--- src/rtl/axilite_sram_init.sv ---
// rtl/axilite_sram_init.sv - AXI-Lite write master that fills SRAM_DEPTH words with a constant or incrementing pattern
// Define SRAM_INIT_ABORT_EN to end a run at the first non-OKAY write response.
module axilite_sram_init #(
    parameter int ADDR_WIDTH = 32,
    parameter int DATA_WIDTH = 32,
    parameter int SRAM_DEPTH = 1024,
    parameter logic [ADDR_WIDTH-1:0] BASE_ADDR = '0
) (
    input  logic                    clk,
    input  logic                    rst_n,
    input  logic                    start,
    input  logic [DATA_WIDTH-1:0]   pattern,
    input  logic                    incr,
    output logic                    busy,
    output logic                    done,
    output logic [15:0]             err_cnt,
    output logic                    abort,
    output logic [ADDR_WIDTH-1:0]   m_axi_awaddr,
    output logic                    m_axi_awvalid,
    input  logic                    m_axi_awready,
    output logic [DATA_WIDTH-1:0]   m_axi_wdata,
    output logic [DATA_WIDTH/8-1:0] m_axi_wstrb,
    output logic                    m_axi_wvalid,
    input  logic                    m_axi_wready,
    input  logic                    m_axi_bvalid,
    input  logic [1:0]              m_axi_bresp,
    output logic                    m_axi_bready
);

    localparam int IDX_W = $clog2(SRAM_DEPTH);
`ifdef SRAM_INIT_ABORT_EN
    localparam bit ABORT_EN = 1'b1;
`else
    localparam bit ABORT_EN = 1'b0;
`endif

    typedef enum logic [1:0] {IDLE, ISSUE, RESP, DONE} state_t;

    state_t                  state;
    logic [IDX_W-1:0]        index;
    logic [IDX_W-1:0]        index_nxt;
    logic [DATA_WIDTH-1:0]   pat;
    logic                    inc;
    logic                    aw_done;
    logic                    w_done;
    logic                    abort_q;
    logic                    bad_resp;
    logic                    last_word;

    assign index_nxt = index + IDX_W'(1);
    assign bad_resp  = (m_axi_bresp != 2'b00);
    assign last_word = (index == IDX_W'(SRAM_DEPTH - 1));
    assign abort     = ABORT_EN ? abort_q : 1'b0;

    always_ff @(posedge clk or negedge rst_n) begin
        if (!rst_n) begin
            state         <= IDLE;
            index         <= '0;
            pat           <= '0;
            inc           <= 1'b0;
            aw_done       <= 1'b0;
            w_done        <= 1'b0;
            abort_q       <= 1'b0;
            err_cnt       <= '0;
            busy          <= 1'b0;
            done          <= 1'b0;
            m_axi_awaddr  <= '0;
            m_axi_awvalid <= 1'b0;
            m_axi_wdata   <= '0;
            m_axi_wstrb   <= '0;
            m_axi_wvalid  <= 1'b0;
            m_axi_bready  <= 1'b0;
        end else begin
            case (state)
                IDLE: begin
                    if (start) begin
                        state         <= ISSUE;
                        index         <= '0;
                        pat           <= pattern;
                        inc           <= incr;
                        aw_done       <= 1'b0;
                        w_done        <= 1'b0;
                        abort_q       <= 1'b0;
                        err_cnt       <= '0;
                        busy          <= 1'b1;
                        m_axi_awaddr  <= BASE_ADDR;
                        m_axi_wdata   <= pattern;
                        m_axi_wstrb   <= {(DATA_WIDTH/8){1'b1}};
                        m_axi_awvalid <= 1'b1;
                        m_axi_wvalid  <= 1'b1;
                    end
                end
                ISSUE: begin
                    // AW and W retire independently; RESP waits until both flags are set
                    if (m_axi_awvalid && m_axi_awready) begin
                        m_axi_awvalid <= 1'b0;
                        aw_done       <= 1'b1;
                    end
                    if (m_axi_wvalid && m_axi_wready) begin
                        m_axi_wvalid <= 1'b0;
                        w_done       <= 1'b1;
                    end
                    if (aw_done && w_done) begin
                        state        <= RESP;
                        m_axi_bready <= 1'b1;
                    end
                end
                RESP: begin
                    if (m_axi_bvalid && m_axi_bready) begin
                        m_axi_bready <= 1'b0;
                        if (bad_resp && err_cnt != 16'hFFFF)
                            err_cnt <= err_cnt + 16'd1;
                        if ((ABORT_EN && bad_resp) || last_word) begin
                            if (ABORT_EN && bad_resp)
                                abort_q <= 1'b1;
                            state <= DONE;
                            busy  <= 1'b0;
                            done  <= 1'b1;
                        end else begin
                            state         <= ISSUE;
                            index         <= index_nxt;
                            aw_done       <= 1'b0;
                            w_done        <= 1'b0;
                            m_axi_awaddr  <= BASE_ADDR + (ADDR_WIDTH'(index_nxt) << 2);
                            m_axi_wdata   <= inc ? pat + DATA_WIDTH'(index_nxt) : pat;
                            m_axi_awvalid <= 1'b1;
                            m_axi_wvalid  <= 1'b1;
                        end
                    end
                end
                DONE: begin
                    done  <= 1'b0;
                    state <= IDLE;
                end
                default: state <= IDLE;
            endcase
        end
    end

endmodule
--- config.mk ---
export PLATFORM = sky130hd
export DESIGN_NAME = axilite_sram_init
export DESIGN_NICKNAME = d
export VERILOG_FILES = /design/src/rtl/axilite_sram_init.sv
export SDC_FILE = /design/constraint.sdc
export NUM_CORES = 1
export LEC_CHECK = 0
export ABC_AREA = 1
export CORE_ASPECT_RATIO = 0.5
export CORE_MARGIN = 4
export CORE_UTILIZATION = 45
export CTS_CLUSTER_SIZE = 30
export DETAILED_ROUTE_END_ITERATION = 16
export GPL_TIMING_DRIVEN = 0
export PLACE_DENSITY = 0.75
export SLEW_MARGIN = 15
export SYNTH_ARGS = -nofsm -noshare
export SYNTH_HDL_FRONTEND = slang
export SYNTH_SLANG_ARGS = --single-unit
--- constraint.sdc ---
create_clock -name clk -period 3.81 [get_ports clk]
set_input_delay 1.143 -clock clk [delete_from_list [all_inputs] [get_ports clk]]
set_output_delay 1.143 -clock clk [all_outputs]
set_load 0.1 [all_outputs]
==> out/qor.txt <==
CORE AREA - 0.0138 mm2
Util after Layout - 0.593
CP arrival - 3480 ps
Dpl hpwl - 14.6 mm
Final setup violating endpoints - 0
Die Y - 92.9 um
Bufs on Longest Clock Path - 2
Detailed router's first-iteration violation count - 568
Gpl congestion - 0.988
Synth warn - 0
Post-layout net count - 1,114
Met1 WL - 9.03 mm
WHS - 482 ps
Largest net degree at the start of global routing - 54
Final Cycle Share - 0.849
Die area - 0.0165 mm2
Port buffer count - 107
Slowest stage delay, CP - 450 ps
Highest metal used - met4
Sequential area share after synthesis - 0.389
Pwr Density - 267 mW/mm2
HP Class - flop to flop
RSZ-0062 raised after global routing - false
Crit path cell chain - nand3_1, nor3_1, nand4_1, nor2_1, nand2_1, nand2_1, inv_1, ha_1, nand2_1, inv_1, a21boi_0, nand3_1, nand2_1, inv_1, nand2_1, nand2_1, nand2_1, nand2_1, nand2_1, nand2_1
R2R setup slack - 580 ps
HP Start - m_axi_wdata[18]
F_max - 309 MHz
Setup CP Type - flop to flop
Vias in the first global route - 6,021
R2r startpoint - m_axi_awaddr[4]
Vias - 6,407
Post-synth EDFFs - 0
Synthesized area - 0.00649 mm2
P_leak - 4.03 nW
Die Wd - 178 um
Count of different cell masters after synthesis - 43
DR WL/cell - 15.1 um
GRT Overall Usage - 0.231
Yosys reg bits - 101
Most common cell on crit path - nand2_1
Critical Path Start Type - flop
Clock Pin Slew Worst Setup and Hold Paths - 80 ps
Syn_area_per_cell - 7.06 um2
Setup bufs post-CTS - 0
Met2 wire len - 8.55 mm
Root Buffer - clkbuf_16
Detail Route met3 WL - 1.28 mm
Worst Path Max Fanout - 5
Tmin final - 3230 ps
Initial Util - 0.470
Total CTS buffers - 9
Worst slew pin tran - 997 ps
CP max-delay cell - dfrtp_1
Clock skew - 10.6 ps
Mapped Cells - 919
First-pass GRT wire length - 30.4 mm
Worst hold path depth - 2
H-tree Lvls - 3
Max cap viols - 0
Area delta synth->final - 26.3%
Max-slew violation count - 0
Clock Sinks - 101
Slew HR - 0.333
Worst r2r path cells - 20
Layout cells sized above 1 - 0.0798
Diode count - 0
First-pass iteration count of the detailed router - 5
Initial antenna violation count - 0
Async S/R FF share, synth - 1.00
Clock latency on the worst-skew pair - 350 ps
Primary FF master, synth - dfrtp_1
Min-Delay Endpoint - m_axi_wdata[18]
Worst setup EP type - flop
Grt total ovfl - 0
ANT nets after route - 0
Routed wire length - 19.0 mm
Vias/cell - 5.10
Cell row count - 30
Worst path required time - 4060 ps
# DRC - 0
Worst R2R End - m_axi_wdata[27]
Post-CTS sizing - 0
Post-cts hold buffer count - 0
Worst vdd ir - 0.000229 V
IO Pins - 131
CP Launch Point - m_axi_awaddr[4]
Fin. Hold Viols - 0
Outcome - complete, no violations
CTS tree - done
-- logic make-up (layout without fill, tap and decap cells) --
group,after synthesis,count (layout),share of synthesized area
xor+xnor,26,26,0.0351
compound gates,128,128,0.113
flops,101,101,0.389
fa+ha+maj,13,13,0.0262
simple gates,479,479,0.315
other cells,1,23,0.000578
buf+inv,171,295,0.121
-- metal layers --
layer,up-vias,global-route usage
li1,3161,-
met1,2997,0.329
met2,232,0.375
met3,17,0.0408
met4,0,0.0373
met5,-,0
-- metrics by stage --
step	area [um2]	setup slack (ps)	power, mW	setup TNS [ps]	instances
2_1_floorplan	6570	382	1.22	0	941
3_5_place_dp	7910	634	1.29	0	1241
5_1_grt	8200	155	2.25	0	1257
3_3_place_gp	7880	-2350	1.29	-236410	1240
4_1_cts	8200	617	2.20	0	1257
6_report	8200	576	2.19	0	1257
-- cell usage after synthesis, types with 3 or more instances --
library cell / count / area share
a21oi_1: 36 / 0.028
a2bb2oi_1: 4 / 0.0054
o21ai_0: 55 / 0.042
inv_1: 111 / 0.064
nand4_1: 17 / 0.016
o21ai_2: 7 / 0.0094
inv_2: 5 / 0.0029
nor2_1: 57 / 0.033
nand3_2: 4 / 0.0062
buf_4: 28 / 0.032
nor2_2: 3 / 0.0029
o211ai_1: 3 / 0.0035
xor2_1: 22 / 0.030
ha_1: 12 / 0.023
o22ai_1: 4 / 0.0039
nand3_1: 56 / 0.043
nor3_1: 9 / 0.0069
nor2_4: 3 / 0.0052
buf_2: 5 / 0.0039
o21ai_1: 9 / 0.0069
nand2_1: 314 / 0.18
dfrtp_1: 101 / 0.39
xnor2_1: 4 / 0.0054
nor4_1: 6 / 0.0058
buf_6: 4 / 0.0069
nand3b_1: 4 / 0.0046
clkbuf_1: 16 / 0.0093
-- placed cells by master, fill, tap and decap left out, types with 6 or more instances in the layout --
cell type	netlist	final
a21oi_1	36	36
buf_4	28	28
clkbuf_1	16	17
clkbuf_16	0	9
clkdlybuf4s50_1	0	106
conb_1	1	23
dfrtp_1	101	101
ha_1	12	12
inv_1	111	111
nand2_1	314	314
nand3_1	56	56
nand4_1	17	17
nor2_1	57	57
nor3_1	9	9
nor4_1	6	6
o21ai_0	55	55
o21ai_1	9	9
o21ai_2	7	7
xor2_1	22	22
-- report_power, final --
part	switching [mW]	internal (mW)	leakage, nW
combinational	0.141	0.0587	2.61
sequential	0	1.07	1.28
clock	0.449	0.472	0.142
-- worst max-delay path, delay by kind of cell (launching register included) --
family / cells / cell delay, ps
adders and majority gates: 1 / 330
DFF: 1 / 450
AOI/OAI and AO/OA: 1 / 340
and+or+nand+nor: 15 / 1800
buffers and inverters: 3 / 220
-- worst max path at each step --
stage,end,cells past startpoint
after detailed placement,m_axi_wdata[27],20
after floorplan,m_axi_wdata[27],20
after global placement,m_axi_awaddr[6],1
final,m_axi_wdata[27],20
after global routing,m_axi_wdata[27],20
after CTS,m_axi_wdata[27],20
-- flip-flops by register name, summed over array words and instances (netlist names), 2 cells and up --
register / cells
err_cnt: 16
pat: 32
m_axi_wdata: 32
state: 2
m_axi_awaddr: 10
-- layout make-up --
type | instances | area [um2]
clock buffers | 11 | 243
clock inverters | 5 | 42.5
plain buffers | 54 | 344
well taps | 192 | 240
fillers | 1287 | 5620
repair buffers | 108 | 1100
multi-input cells | 669 | 3260
inverters | 117 | 442
flip-flops and latches | 101 | 2530
No activity file was read; power rests on OpenSTA's default activity.
